<file path="src/rtl/spm_pipe_if.sv">
// Operand/product bundle for spm_pipe: operand offer (in_valid/in_ready, a, b),
// serial product stream (p_bit, p_bit_valid), parallel product (out_valid/out_ready, p), sync clear.
// master drives operands, clear and out_ready; slave is the multiplier.
interface spm_pipe_if #(
    parameter int WIDTH = 32
);
    logic                 clear;
    logic                 in_valid;
    logic                 in_ready;
    logic [WIDTH-1:0]     a;
    logic [WIDTH-1:0]     b;
    logic                 p_bit;
    logic                 p_bit_valid;
    logic                 out_valid;
    logic                 out_ready;
    logic [2*WIDTH-1:0]   p;

    modport master (
        output clear, in_valid, a, b, out_ready,
        input  in_ready, p_bit, p_bit_valid, out_valid, p
    );

    modport slave (
        input  clear, in_valid, a, b, out_ready,
        output in_ready, p_bit, p_bit_valid, out_valid, p
    );
endinterface

</file>
<file path="src/rtl/spm_pipe.sv">
// Serial-parallel carry-save multiplier: parallel a, b consumed LSB-first, product LSB-first on p_bit and in p.
// Latency: 2*WIDTH+1 cycles from the accepting cycle to out_valid; one product per 2*WIDTH+2 cycles.
// Backpressure: in_ready only in IDLE; p/out_valid held in DONE until out_ready. Ports: clk, rst (async, low), bus (slave).
module spm_pipe #(
    parameter int WIDTH  = 32,
    parameter int SIGNED = 0
) (
    input  logic      clk,
    input  logic      rst,
    spm_pipe_if.slave bus
);
    localparam int            CW       = $clog2(2 * WIDTH + 1);
    localparam logic [CW-1:0] CNT_LAST = CW'(2 * WIDTH - 1);
    localparam logic          SGN      = (SIGNED != 0);

    typedef enum logic [1:0] {
        IDLE = 2'd0,
        RUN  = 2'd1,
        DONE = 2'd2
    } state_t;

    state_t state_q, state_d;

    logic [WIDTH-1:0]   a_q, a_d;     // multiplicand
    logic [WIDTH-1:0]   b_q, b_d;     // multiplier shift register, LSB is the current bit
    logic [WIDTH-1:0]   s_q, s_d;     // per-cell sum flops
    logic [WIDTH-1:0]   c_q, c_d;     // per-cell carry flops
    logic [CW-1:0]      cnt_q, cnt_d;
    logic [2*WIDTH-1:0] p_q, p_d;

    logic               y;
    logic               msb_in;
    logic [WIDTH-1:0]   pp;
    logic [WIDTH-1:0]   sum_in;
    logic [WIDTH-1:0]   fa_s;
    logic [WIDTH-1:0]   fa_c;

    // ---------------- carry-save array ----------------
    // The multiplier register shifts right; in signed mode it replicates its
    // MSB, so once the original bits are used up y keeps presenting b[WIDTH-1].
    assign y = b_q[0];

    // Signed mode: the MSB partial-product bit carries negative weight. It is
    // stored inverted ((1 - x) instead of -x); the surplus this adds over all
    // 2*WIDTH cycles is -2^(WIDTH-1) modulo 2^(2*WIDTH), which is cancelled by
    // injecting a single 1 into the MSB cell on the first RUN cycle.
    assign msb_in = SGN & (cnt_q == '0);
    assign pp     = (a_q & {WIDTH{y}}) ^ {SGN, {(WIDTH-1){1'b0}}};
    assign sum_in = {msb_in, s_q[WIDTH-1:1]};

    // Cell i: full adder of its partial-product bit, its own carry and the
    // sum of cell i+1. Cell 0's sum is the product bit for this cycle.
    assign fa_s = pp ^ c_q ^ sum_in;
    assign fa_c = (pp & c_q) | (pp & sum_in) | (c_q & sum_in);

    // ---------------- FSM: state register ----------------
    always_ff @(posedge clk or negedge rst) begin
        if (!rst) begin
            state_q <= IDLE;
        end else begin
            state_q <= state_d;
        end
    end

    // ---------------- FSM: next state ----------------
    always_comb begin
        state_d = state_q;
        if (bus.clear) begin
            state_d = IDLE;
        end else begin
            case (state_q)
                IDLE:    if (bus.in_valid)        state_d = RUN;
                RUN:     if (cnt_q == CNT_LAST)   state_d = DONE;
                DONE:    if (bus.out_ready)       state_d = IDLE;
                default:                          state_d = IDLE;
            endcase
        end
    end

    // ---------------- FSM: outputs ----------------
    always_comb begin
        bus.in_ready    = (state_q == IDLE);
        bus.out_valid   = (state_q == DONE);
        bus.p_bit_valid = (state_q == RUN);
        bus.p_bit       = (state_q == RUN) & fa_s[0];
    end

    assign bus.p = p_q;

    // ---------------- datapath next state ----------------
    always_comb begin
        a_d   = a_q;
        b_d   = b_q;
        s_d   = s_q;
        c_d   = c_q;
        cnt_d = cnt_q;
        p_d   = p_q;
        if (bus.clear) begin
            a_d   = '0;
            b_d   = '0;
            s_d   = '0;
            c_d   = '0;
            cnt_d = '0;
            p_d   = '0;
        end else begin
            case (state_q)
                IDLE: begin
                    if (bus.in_valid) begin
                        a_d   = bus.a;
                        b_d   = bus.b;
                        s_d   = '0;
                        c_d   = '0;
                        cnt_d = '0;
                        p_d   = '0;
                    end
                end
                RUN: begin
                    s_d   = fa_s;
                    c_d   = fa_c;
                    b_d   = {SGN & b_q[WIDTH-1], b_q[WIDTH-1:1]};
                    cnt_d = cnt_q + CW'(1);
                    // Product bits enter at the MSB so bit 0 ends at the LSB.
                    p_d   = {fa_s[0], p_q[2*WIDTH-1:1]};
                end
                default: ;
            endcase
        end
    end

    // ---------------- datapath registers ----------------
    always_ff @(posedge clk or negedge rst) begin
        if (!rst) begin
            a_q   <= '0;
            b_q   <= '0;
            s_q   <= '0;
            c_q   <= '0;
            cnt_q <= '0;
            p_q   <= '0;
        end else begin
            a_q   <= a_d;
            b_q   <= b_d;
            s_q   <= s_d;
            c_q   <= c_d;
            cnt_q <= cnt_d;
            p_q   <= p_d;
        end
    end
endmodule

</file>
<file path="src/flat_wrapper.sv">
// flat-port wrapper written by rule: the top's interface ports become plain ports
module spm_pipe_flat 
#(
    parameter int WIDTH  = 32,
    parameter int SIGNED = 0
)
  (clk, rst, bus_clear, bus_in_valid, bus_a, bus_b, bus_out_ready, bus_in_ready, bus_p_bit, bus_p_bit_valid, bus_out_valid, bus_p);
  spm_pipe_if #(.WIDTH(WIDTH)) bus_i ();
  input  logic clk;
  input  logic rst;
  input wire logic [$bits(bus_i.clear)-1:0] bus_clear;
  input wire logic [$bits(bus_i.in_valid)-1:0] bus_in_valid;
  input wire logic [$bits(bus_i.a)-1:0] bus_a;
  input wire logic [$bits(bus_i.b)-1:0] bus_b;
  input wire logic [$bits(bus_i.out_ready)-1:0] bus_out_ready;
  output wire logic [$bits(bus_i.in_ready)-1:0] bus_in_ready;
  output wire logic [$bits(bus_i.p_bit)-1:0] bus_p_bit;
  output wire logic [$bits(bus_i.p_bit_valid)-1:0] bus_p_bit_valid;
  output wire logic [$bits(bus_i.out_valid)-1:0] bus_out_valid;
  output wire logic [$bits(bus_i.p)-1:0] bus_p;
  assign bus_i.clear = bus_clear;
  assign bus_i.in_valid = bus_in_valid;
  assign bus_i.a = bus_a;
  assign bus_i.b = bus_b;
  assign bus_i.out_ready = bus_out_ready;
  assign bus_in_ready = bus_i.in_ready;
  assign bus_p_bit = bus_i.p_bit;
  assign bus_p_bit_valid = bus_i.p_bit_valid;
  assign bus_out_valid = bus_i.out_valid;
  assign bus_p = bus_i.p;
  spm_pipe #(.WIDTH(WIDTH), .SIGNED(SIGNED)) u_core (.clk(clk), .rst(rst), .bus(bus_i));
endmodule
</file>
<file path="config.mk">
export PLATFORM = sky130hd
export DESIGN_NAME = spm_pipe_flat
export DESIGN_NICKNAME = d
export VERILOG_FILES = /design/src/rtl/spm_pipe_if.sv /design/src/rtl/spm_pipe.sv /design/src/flat_wrapper.sv
export SDC_FILE = /design/constraint.sdc
export NUM_CORES = 1
export LEC_CHECK = 0
export CAP_MARGIN = 40
export CORE_AREA = 2 2 139 141
export DETAILED_ROUTE_END_ITERATION = 16
export DIE_AREA = 0 0 141 143
export PLACE_DENSITY = 0.72
export SLEW_MARGIN = 0
export SYNTH_ARGS = -nofsm -noshare
export SYNTH_HDL_FRONTEND = slang
export SYNTH_SLANG_ARGS = --single-unit
</file>
<file path="constraint.sdc">
create_clock -name clk -period 4.62 [get_ports clk]
set_input_delay 0.924 -clock clk [delete_from_list [all_inputs] [get_ports clk]]
set_output_delay 0.924 -clock clk [all_outputs]
set_load 0.01 [all_outputs]
</file>
==> results.ini <==
[run_status]
status = completed

[cells_and_area]
final_layout_size_suffix_gt1_frac = 0.0621
final_cell_area_um2 = 11000
fin_cells = 1104
mostFrequentLayoutCells = dfrtp_1, clkdlybuf4s50_1, nand2_1, a22o_1, inv_1
multi_input_area_um2 = 3290
antenna_cells = 0
syn_to_final_growth_pct = 24.4
regArea_um2 = 5000
final_nets = 960
final_common_cell = dfrtp_1
n_fill_cell = 1553

[clock_tree]
cts_root_buf = clkbuf_16
htree_levels = 4
cts_buffers = 17
cts.path.max_buffers = 2
cts.sinks = 200
clk_latency_ps = 430
cts_tree = built
cts_resized = 0
clkTransAtPathRegs_ps = 70
post-cts-setup-buffers = 0
hold_buffers = 0

[worst_setup_path]
setup.worst_path.start = u_core.a_q[0]
path_cells = nand2_1 > fa_1 > nor2_1 > clkdlybuf4s50_1
crit_path_max_fanout = 2
slowest_delay_ps = 600
timing.rr.end = u_core.state_q[0]
cpMaxStageDelayCell = clkdlybuf4s50_1
endpoint_kind = output pin
required_ps = 3700
cp-start-kind = flip-flop
regToRegStartpoint = u_core.state_q[1]
critical_path_arrival_ps = 2200
ff2ff_path_depth = 6
reg2reg_slack_ps = 2430
critical_path_class = reg2out

[timing]
slew_violations = 0
worst_pin_slew_ps = 761
skew_ps = 6.47
fin_crit_sh = 0.676
fin_tns_setup_ps = 0
setup_violations = 0
min_period_ps = 3120
finalWorstSetupSlack_ps = 1500
hold_viol = 0
relSlewSlack = 0.493
rsz0062_at_grt = false
fmax_mhz = 320

[logic_synthesis]
syn_nets = 854
synth.yosys.seq_area_share = 0.568
syn_inst = 752
synth_xor_area_frac = 0
synth.area.mux_share = 0.0398
synth.avg_cell_area_um2 = 11.7
synthSimpleGateAreaFrac = 0.0774
yosys.cell_types.count = 34
synth_top_family_by_area = compound AO/OA/AOI/OAI gates
yosysWarnings = 0
synth_compound_area_frac = 0.180
ys_ff_latch = 200
synth_adder_area_share = 0.0733
synth.cell_area_um2 = 8800

[placement]
gp_congestion = 0.739
port_buffers = 136
place_hpwl_um = 11200
place_area_um2 = 10300
place_inst = 1073
dp_slack_ps = 1800

[global_route]
antenna_found_initial = 0
grt_max_degree = 82
grt_pass1_wl_um = 30900
grt-ovfl-total = 0
track_usage = 0.191
grt_pass1_vias = 6097

[power_and_ir_drop]
p_per_area_nw_per_um2 = 339
peakVddDrop_v = 0.000288
total_power_mw = 3.71
power.leakage_nw = 4.41

[die]
ios = 137
die_h_um = 143
row_count = 50
die_x_um = 141
core_um2 = 18600
die_area_um2 = 20200
initial_core_util = 0.474

[drt]
initialDrtViolationCount = 406
wire_per_inst_um = 16.4
vias_per_cell = 5.51
ant_nets = 0
firstDrtPassIters = 5
wl_um = 18100
drc = 0
vias = 6087

[job]
maxCapViolCount = 0

[hold_path]
hold_path.class = in2async

[state kept, by name, summed over array words and instances, names as in the netlist]
register        count
u_core.c_q         32
u_core.b_q         32
u_core.bus.p       63
u_core.a_q         32
u_core.cnt_q        7
u_core.s_q         32
u_core.state_q      2
[layout make-up]
| type | instances | share of cell area |
|---|---|---|
| inverter | 65 | 0.0223 |
| timing repair buffer | 149 | 0.138 |
| clock inverter | 13 | 0.0154 |
| multi-input combinational | 425 | 0.300 |
| sequential | 200 | 0.457 |
| clock buffer | 18 | 0.0401 |
| tap | 234 | 0.0267 |
[cells by family after synthesis]
kind of cell / count (synthesis)
AO/OA/AOI/OAI: 202
flip-flops: 200
AND/OR/NAND/NOR: 155
buffers and inverters: 127
multiplexers: 35
adder cells (fa/ha/maj): 33
[report_power, final]
part	total [mW]	internal [mW]	switching, mW
sequential	1.83	1.80	0.0317
clock	1.53	0.870	0.663
combinational	0.345	0.135	0.211
[Yosys cell counts]
master       n  area [um2]
a211oi_1     2        15.0
a21o_1       1        7.51
a21oi_1     35         175
a22o_1      67         587
and2_1       2        12.5
buf_1        2        7.51
buf_2       29         145
buf_4        4        30.0
buf_6        1        11.3
clkbuf_1    26        97.6
dfrtp_1    200        5000
fa_1        31         621
ha_1         2        25.0
inv_1       63         236
inv_2        2        7.51
mux2i_1     35         350
nand2_1     97         364
nand2b_1     2        12.5
nand3_1     39         195
nand4_1      1        6.26
nor2_1       3        11.3
nor2b_1      1        6.26
nor3_1       1        5.00
nor3b_2      1        12.5
nor4b_1      1        8.76
o2111ai_1    1        8.76
o21ai_0      1        5.00
o21bai_1     1        7.51
o22ai_1      1        6.26
o2bb2ai_1   61         534
o31ai_1     32         240
or3_1        5        31.3
or3b_2       1        8.76
or4_1        1        7.51
[how the worst max path moves through the flow]
stage	cells after the start	slack, ps	endpoint
after floorplan	4	2510	bus_p_bit
after global placement	6	1790	u_core.b_q[0]
after detailed placement	6	1800	u_core.c_q[31]
after CTS	4	1490	bus_p_bit
after global routing	4	1420	bus_p_bit
final	4	1500	bus_p_bit
[critical path, delay by kind of cell (launching register included)]
kind / cells / cell delay [ps]
simple gates: 2 / 370
fa+ha+maj: 1 / 420
buf+inv: 1 / 600
flops: 1 / 390
[stage by stage]
step	util	hold slack [ps]
2_1_floorplan	-	450
3_3_place_gp	0.554	470
3_5_place_dp	0.557	473
4_1_cts	0.589	431
5_1_grt	0.589	448
6_report	0.589	433
[routing by layer]
metal  routed length (um)  GRT usage  part of all wire  vias to the layer above
met5                    0          0                 0                        -
met1                 8680      0.285              0.48                     3078
met3                  788     0.0412             0.043                       13
met2                 8460      0.292              0.47                      146
met4                  183     0.0411             0.010                        0
li1                     -          -                 -                     2850
(Power assumes the default switching activity.)
